$ cat config.mk
export PLATFORM = sky130hd
export DESIGN_NAME = life_gen_scheduler
export DESIGN_NICKNAME = d
export VERILOG_FILES = /design/src/rtl/life_pkg.sv /design/src/rtl/life_cell_rule.sv /design/src/rtl/life_gen_scheduler.sv
export SDC_FILE = /design/constraint.sdc
export NUM_CORES = 1
export LEC_CHECK = 0
export ABC_AREA = 0
export CAP_MARGIN = 5
export CORE_MARGIN = 1.5
export CORE_UTILIZATION = 60
export CTS_CLUSTER_DIAMETER = 50
export DETAILED_ROUTE_END_ITERATION = 8
export GPL_TIMING_DRIVEN = 0
export PLACE_DENSITY = 0.79
export SLEW_MARGIN = 10
export SYNTH_ARGS = -nofsm -noshare
export SYNTH_HDL_FRONTEND = slang
export SYNTH_SLANG_ARGS = --single-unit
$ cat constraint.sdc
create_clock -name clk -period 23.7 [get_ports clk]
set_clock_uncertainty 0.2 [all_clocks]
set_input_delay 7.11 -clock clk [delete_from_list [all_inputs] [get_ports clk]]
set_output_delay 7.11 -clock clk [all_outputs]
set_load 0.05 [all_outputs]
$ cat src/rtl/life_pkg.sv
// Shared constants, FSM state type and board index mapping for the Life generation scheduler.
package life_pkg;

    localparam int BOARD_DIM   = 8;
    localparam int BOARD_CELLS = BOARD_DIM * BOARD_DIM;
    localparam int TILE_BITS   = 16;

    typedef enum logic [1:0] {
        IDLE        = 2'd0,
        COMPUTE     = 2'd1,
        COMMIT_WAIT = 2'd2
    } state_t;

    // Tile-major layout: the renderer's 2-bit tile index selects a 16-bit slice directly.
    function automatic logic [5:0] flat_idx(input logic [2:0] x, input logic [2:0] y);
        return {x[2], y[2], x[1:0], y[1:0]};
    endfunction

endpackage

$ cat src/rtl/life_cell_rule.sv
// Combinational Game of Life rule for one cell, address {X[2:0],Y[2:0]}.
// LIFE_WRAP_EN selects a toroidal board; otherwise cells beyond the edge count as dead.
module life_cell_rule
    import life_pkg::*;
(
    input  logic [BOARD_CELLS-1:0] cur,
    input  logic [5:0]             cell_addr,
    output logic                   next_bit
);

    logic [2:0] x;
    logic [2:0] y;
    logic [3:0] nx;
    logic [3:0] ny;
    logic [3:0] n;
    logic       in_board;

    assign x = cell_addr[5:3];
    assign y = cell_addr[2:0];

    always_comb begin
        n        = '0;
        nx       = '0;
        ny       = '0;
        in_board = 1'b0;
        for (int dx = -1; dx <= 1; dx++) begin
            for (int dy = -1; dy <= 1; dy++) begin
                // 4-bit sums: -1 becomes 15, +1 past the edge becomes 8; bit 3 flags off-board.
                nx = {1'b0, x} + 4'(dx);
                ny = {1'b0, y} + 4'(dy);
`ifdef LIFE_WRAP_EN
                in_board = 1'b1;
`else
                in_board = !nx[3] && !ny[3];
`endif
                if (!(dx == 0 && dy == 0) && in_board) begin
                    n = n + {3'b000, cur[flat_idx(nx[2:0], ny[2:0])]};
                end
            end
        end
        next_bit = (n == 4'd3) | (cur[flat_idx(x, y)] & (n == 4'd2));
    end

endmodule

$ cat src/rtl/life_gen_scheduler.sv
// 8x8 Game of Life board owner: serial next-generation compute, frame-aligned commit, tile read-out.
// Build option LIFE_WRAP_EN (in life_cell_rule) makes the board toroidal.
//
// state       | meaning
// ------------+--------------------------------------------------------------
// IDLE        | board stable, seed writes accepted, counting frames when run=1
// COMPUTE     | one cell per cycle into the shadow buffer, 64 cycles
// COMMIT_WAIT | shadow complete, waiting for frame_start to swap it in
module life_gen_scheduler
    import life_pkg::*;
#(
    parameter int FRAMES_PER_GEN = 30,
    parameter int FRAME_CNT_W    = 8
) (
    input  logic                 clk,
    input  logic                 reset,
    input  logic                 frame_start,
    input  logic                 run,
    input  logic                 single_step,
    input  logic                 clear,
    input  logic                 load_valid,
    input  logic [5:0]           load_addr,
    input  logic                 load_data,
    output logic                 load_ready,
    input  logic [1:0]           array_pos,
    output logic [TILE_BITS-1:0] alive,
    output logic [TILE_BITS-1:0] alive_prev,
    output logic                 busy,
    output logic [15:0]          generation
);

    localparam logic [FRAME_CNT_W-1:0] FRAME_LAST = FRAME_CNT_W'(FRAMES_PER_GEN - 1);
    localparam logic [5:0]             CELL_LAST  = 6'(BOARD_CELLS - 1);

    state_t                  state;
    state_t                  state_next;
    logic [BOARD_CELLS-1:0]  cur;
    logic [BOARD_CELLS-1:0]  prev;
    logic [BOARD_CELLS-1:0]  next_gen;
    logic [5:0]              cell_i;
    logic [FRAME_CNT_W-1:0]  frame_cnt;
    logic                    rule_bit;
    logic                    load_fire;
    logic                    run_trigger;
    logic [5:0]              load_idx;

    life_cell_rule u_rule (
        .cur       (cur),
        .cell_addr (cell_i),
        .next_bit  (rule_bit)
    );

    assign load_ready  = (state == IDLE);
    assign busy        = (state != IDLE);
    assign load_fire   = load_valid & load_ready & ~clear;
    assign load_idx    = flat_idx(load_addr[5:3], load_addr[2:0]);
    assign run_trigger = run & frame_start & (frame_cnt == FRAME_LAST);

    assign alive      = cur[{array_pos, 4'b0000} +: TILE_BITS];
    assign alive_prev = prev[{array_pos, 4'b0000} +: TILE_BITS];

    always_ff @(posedge clk) begin
        if (reset) begin
            state <= IDLE;
        end else begin
            state <= state_next;
        end
    end

    always_comb begin
        state_next = state;
        case (state)
            IDLE: begin
                if (single_step || run_trigger) begin
                    state_next = COMPUTE;
                end
            end
            COMPUTE: begin
                if (cell_i == CELL_LAST) begin
                    state_next = COMMIT_WAIT;
                end
            end
            COMMIT_WAIT: begin
                if (frame_start) begin
                    state_next = IDLE;
                end
            end
            default: state_next = IDLE;
        endcase
        if (clear) begin
            state_next = IDLE;
        end
    end

    always_ff @(posedge clk) begin
        if (reset || clear) begin
            cur        <= '0;
            prev       <= '0;
            next_gen   <= '0;
            cell_i     <= '0;
            frame_cnt  <= '0;
            generation <= '0;
        end else begin
            if (load_fire) begin
                cur[load_idx]  <= load_data;
                prev[load_idx] <= load_data;
            end
            case (state)
                IDLE: begin
                    cell_i <= '0;
                    if (!run) begin
                        frame_cnt <= '0;
                    end else if (frame_start) begin
                        frame_cnt <= (frame_cnt == FRAME_LAST) ? '0 : frame_cnt + 1'b1;
                    end
                end
                COMPUTE: begin
                    next_gen[flat_idx(cell_i[5:3], cell_i[2:0])] <= rule_bit;
                    cell_i <= cell_i + 1'b1;
                end
                COMMIT_WAIT: begin
                    if (frame_start) begin
                        prev       <= cur;
                        cur        <= next_gen;
                        generation <= generation + 1'b1;
                    end
                end
                default: ;
            endcase
        end
    end

endmodule

==> results.txt, run 1 <==
Run status -> finished, final reports clean
CP Capture Type -> primary output
Post-synth top area share -> 0.3245
Rel. slew slack -> 0.1117
Die area -> 0.02395 sq mm
Sw frac -> 0.2488
Setup Fix Bufs, Post-CTS -> 0
Starting Density -> 0.6103
Post-layout util -> 0.6930
CTS tree -> done
Routed wire per std cell -> 27.29 microns
Crit path max fanout -> 10
Clock Power Share -> 0.494
Final setup vio count -> 0
Highest routed layer -> met5
Register area -> 0.004484 sq mm
Clk Tree Root Cell -> clkbuf_16
Cts hold-fix bufs -> 0
Top cells by count, synth -> dfxtp_1, o21ai_0, a21oi_1
First-pass DRT Iterations -> 6
RSZ-0062 raised after global routing -> false
Int Pwr -> 0.0006262 W
Critical hold path startpoint -> next_gen[27]
Clk sink count -> 224
RePlAce Congestion -> 1.086
Power Density -> 53.13 mW/mm^2
Largest net degree at the start of global routing -> 15
Top cell by count, worst path -> clkdlybuf4s50_1
Total track usage -> 0.4330
Clk slew on worst S/H paths -> 0.06 ns
Top FF cell, synth -> dfxtp_1
Slew @ Worst Pin -> 1.322 ns
Worst Hold Class -> register to register
Clk Latency, worst-skew pair -> 0.56 ns
EDFF count, synth -> 0
#FFs+latches synth -> 224
Buffers on Ports -> 61
Yosys cell types -> 50
Fill cell total of the finished layout -> 1,831
Sequential-to-total area share from yosys stat -> 0.3245
Seq pwr share -> 0.453
Layout area overhead -> 13.55%
H-tree depth -> 1
Most frequent cell after synthesis -> dfxtp_1
Met2 Routed Length -> 20.75 mm
Core box area -> 0.02264 sq mm
Final HPWL DP -> 38.47 mm
Max-cap check violation count -> 0
P_leak -> 5.563 nW
Total global routing overflow -> 0
I/O Pins -> 66
Number of CTS-inserted buffers -> 29
Min cycle time layout -> 16.95 ns
PostCTS Resize Cnt -> 0
Cells after synthesis -> 1,506
Die height -> 154.8 microns
Crit-path max cell delay -> 0.82 ns
M1 WL -> 18.85 mm
RR Startpoint -> cell_i[1]
Max Slew Vio Count -> 0
Multi-input gate area -> 0.008660 sq mm
Startpoint Class -> input pin
Final instance area -> 0.01569 sq mm
Drt drc -> 0
First-pass GRT wire length -> 76.98 mm
Initial antenna violation count -> 3
Yosys Warn Count -> 0
TNS Setup -> 0 ns
Die extent in x -> 154.8 microns
R2R Setup Slk -> 13.50 ns
Worst path cell trace -> clkdlybuf4s50_1 > clkbuf_1 > mux4_2 > clkdlybuf4s50_1
DR vias -> 13,530
Final period utilization -> 0.7151
DRT iter0 DRCs -> 1,850
Hold Path Stages -> 2
Gate power share -> 0.053
Final Hold Fails -> 0
Peak supply drop -> 0.07199 mV
Critical Path AT -> 9.64 ns
Post-route ant nets -> 0
Clock Path Buffers -> 3
Slowest stage cell, crit path -> clkdlybuf4s50_1
Placed cell area -> 0.01480 sq mm
P_sw -> 0.0002074 W
Synth top area cells -> dfxtp_1, mux4_2, mux2i_1, mux4_1, o21ai_0
Syn Nets -> 1,542
Worst EP required -> 16.39 ns
Number of global-route vias before repair -> 12,420
FF-to-FF path depth -> 37
Share of cells above drive strength 1 -> 0.09883
Sink of the worst hold path -> next_gen[27]
Cell area after synthesis -> 0.01382 sq mm
# rows -> 55
Final WL -> 51.99 mm
Final nets -> 1,635
Post-synth top area cell -> dfxtp_1
FMAX -> 0.05900 GHz
R2R Path End -> next_gen[12]
Met3 WL -> 8.573 mm
Asr flop ratio synth -> 0
Via/cell ratio -> 7.104
Syn Area/Cell -> 9.175 sq um
Critical path type -> input pin to primary output
-- layout by cell type (no fill, tap or decap), drive strengths merged, types with 19 or more instances in the layout --
master	Yosys	final
a21oi	150	150
buf	50	51
clkbuf	97	136
clkdlybuf4s50	0	61
dfxtp	224	224
ha	20	20
mux2i	142	142
mux4	110	110
nand2	142	142
nand3	77	77
nand4	72	72
nor2	88	88
o21ai	207	207
xor2	19	19
-- metrics by stage --
step / hold WS [ns] / std cells / setup WS (ns) / power [W]
3_5_place_dp: 0.2496 / 1853 / 6.839 / 0.0004275
6_report: 0.2525 / 1905 / 6.751 / 0.0008337
5_1_grt: 0.2718 / 1904 / 6.715 / 0.0008492
3_3_place_gp: 0.2454 / 1852 / 6.847 / 0.0004270
2_1_floorplan: 0.2338 / 1506 / 7.791 / 0.0004120
4_1_cts: 0.2569 / 1904 / 6.825 / 0.0008293
-- area by class of cell --
cell class,count,area share
Antenna cell,1,0.0001595
Buffer,147,0.04107
Clock buffer,39,0.05056
Clock inverter,12,0.005901
Inverter,11,0.002632
Multi-Input combinational cell,1124,0.5519
Sequential cell,224,0.2858
Tap cell,285,0.02273
Timing Repair Buffer,62,0.03923
-- power by group through the flow --
stage	clock network [W]	registers, W	logic, W
after floorplan	0	0.000386	0.0000264
after global routing	0.000426	0.000378	0.0000460
after global placement	0	0.000386	0.0000411
after detailed placement	0	0.000386	0.0000417
final	0.000412	0.000378	0.0000440
after CTS	0.000410	0.000378	0.0000419
-- logic make-up after synthesis --
family	after synthesis	share of synthesized area
flops	224	0.3245
mux	253	0.2932
fa+ha+maj	20	0.01811
xor+xnor	28	0.01775
buf+inv	158	0.04962
compound gates	375	0.1401
simple gates	448	0.1567
-- flip-flops by register name, indices dropped and copies added, names as in the netlist --
register    cells
cur            64
next_gen       64
prev           64
generation     16
frame_cnt       8
cell_i          6
state           2
-- worst max path at each step --
stage | start | slack (ns) | cells after the start | endpoint
final | array_pos[1] | 6.75 | 4 | alive[14]
after global routing | array_pos[0] | 6.71 | 4 | alive[7]
after CTS | array_pos[0] | 6.82 | 4 | alive[15]
after detailed placement | array_pos[0] | 6.84 | 4 | alive[15]
after global placement | array_pos[0] | 6.85 | 4 | alive[13]
after floorplan | array_pos[0] | 7.79 | 3 | alive[0]
-- worst max-delay path, delay by kind of cell --
kind	cells	cell delay, ns
muxes	1	0.43
buffers and inverters	3	2.09
-- metal layers --
metal,up-vias,track usage
met3,245,0.1734
met1,6346,0.5656
met4,4,0.2363
met2,1111,0.6128
li1,5828,-
met5,-,0
(Power assumes the default switching activity.)
==> inputs of run 2 (changes only) <==
clock period = 16.75 ns   (was 23.7 ns; I/O delays follow)
==> results of run 2 <==
The final DEF is identical to that of run 1. Status: finished, final reports clean.
Main changes from that run: setup slack after placement 6.839 ns -> 4.059 ns; setup slack after layout 6.751 ns -> 3.971 ns; register-to-register setup slack 13.50 ns -> 6.55 ns; total power 0.0008337 W -> 0.001180 W; worst IR drop on VDD 0.07199 mV -> 0.1019 mV
==> inputs of run 3 (changes only) <==
CORE_UTILIZATION = 56   (was 60)
PLACE_DENSITY = 0.78   (was 0.79)
clock period = 10.81 ns   (was 16.75 ns; I/O delays follow)
==> results.txt, run 3 (synthesis gave the netlist of run 1 again) <==
Number of global-route vias before repair -> 12,270
Via/cell ratio -> 6.972
TNS Setup -> 0 ns
Startpoint Class -> register
Layout area overhead -> 14.28%
# rows -> 57
Critical hold path startpoint -> next_gen[13]
Final period utilization -> 0.9295
Peak supply drop -> 0.09578 mV
Clk slew on worst S/H paths -> 0.06 ns
Critical path type -> register to register
Worst Hold Class -> register to register
Share of cells above drive strength 1 -> 0.09833
Drt drc -> 0
Fill cell total of the finished layout -> 2,024
Final HPWL DP -> 38.48 mm
Regs by FF count -> cur x64, next_gen x64, prev x64
Most used routing layer -> met2
Starting Density -> 0.5699
Met1 track demand over resource -> 0.5354
Rel. slew slack -> 0.2147
Total global routing overflow -> 0
Total power -> 0.001873 W
Cts hold-fix bufs -> 0
Post-route ant nets -> 0
DR vias -> 13,540
Core box area -> 0.02425 sq mm
Routed wire per std cell -> 26.86 microns
First-pass DRT Iterations -> 7
Max-cap check violation count -> 0
Largest net degree at the start of global routing -> 16
Met2 usage -> 0.5688
Met3 global-route usage -> 0.1462
RePlAce Congestion -> 1.022
Initial antenna violation count -> 1
Setup Fix Bufs, Post-CTS -> 0
DP Worst Slack -> 0.9566 ns
Clk Latency, worst-skew pair -> 0.58 ns
Final nets -> 1,633
Total track usage -> 0.3994
CP Capture Type -> register
I/O Pins -> 66
First-pass GRT wire length -> 76.86 mm
Run status -> finished, final reports clean
Final instance area -> 0.01579 sq mm
Power Density -> 118.6 mW/mm^2
RR Startpoint -> cell_i[1]
PostCTS Resize Cnt -> 0
Placed cell area -> 0.01486 sq mm
Clk Tree Root Cell -> clkbuf_16
Final setup vio count -> 0
H-tree depth -> 1
Commonest non-fill, non-tap cell in the layout -> dfxtp_1
CTS tree -> done
Top cell by count, worst path -> ha_1
Worst EP required -> 11.11 ns
Die extent in x -> 160.1 microns
Buffers on Ports -> 61
Final WL -> 52.17 mm
Max Slew Vio Count -> 0
Fin worst setup slack -> 0.7625 ns
Crit path max fanout -> 10
Clk sink count -> 224
Min cycle time layout -> 10.05 ns
Slowest stage cell, crit path -> clkbuf_1
P_leak -> 5.562 nW
Die area -> 0.02563 sq mm
Final Hold Fails -> 0
Crit-path max cell delay -> 0.56 ns
Critical Path AT -> 10.35 ns
Number of CTS-inserted buffers -> 28
Most frequent cells in the layout -> dfxtp_1, o21ai_0, a21oi_1, nand2_1, mux2i_1
Die height -> 160.1 microns
DRT iter0 DRCs -> 1,846
Slew @ Worst Pin -> 1.169 ns
Clock Path Buffers -> 3
FMAX -> 0.09953 GHz
RSZ-0062 raised after global routing -> false
Crit. Startpoint -> cell_i[1]
## run 3: through the flow
step           instances  hold WS (ns)  utilization
6_report            1942        0.2603       0.6512
3_3_place_gp        1891        0.2455       0.6118
5_1_grt             1941        0.2738       0.6511
4_1_cts             1941        0.2603       0.6511
3_5_place_dp        1891        0.2518       0.6126
2_1_floorplan       1506        0.2338            -
## run 3: layout make-up
cell class	instances	area [sq um]	area share
Antenna cell	1	2.502	0.0001585
Clock buffer	39	772.0	0.04889
Sequential cell	224	4484	0.2840
Multi-Input combinational cell	1124	8670	0.5490
Inverter	11	41.29	0.002615
Clock inverter	11	161.4	0.01022
Tap cell	324	405.4	0.02567
Buffer	147	644.4	0.04080
Timing Repair Buffer	61	610.6	0.03867
## run 3: final timing paths
path	cells after the start	slack [ns]	end
setup / recovery	37	0.76	next_gen[36]
hold / removal	2	0.26	next_gen[13]
setup reg to reg	37	0.76	next_gen[36]
hold reg to reg	2	0.26	next_gen[13]
## run 3: report_power, final
group | total, W | switching (W) | leakage, nW | internal (W)
registers | 0.000828 | 0.00000162 | 1.80 | 0.000826
logic | 0.0000963 | 0.0000682 | 3.32 | 0.0000281
clock network | 0.000949 | 0.000395 | 0.441 | 0.000554
## run 3: worst max-delay path: cells and delay by family (launching register included)
family          cells  cell delay, ns
buf+inv            10            3.26
fa+ha+maj           9            2.68
mux                 4            1.68
simple gates        9            1.06
compound gates      5            0.74
flops               1            0.34
## run 3: metal layers
metal,routed length (microns),vias to the layer above
met3,8244,200
met4,3172,2
met5,11,-
li1,-,5834
met2,21310,1073
met1,19420,6430
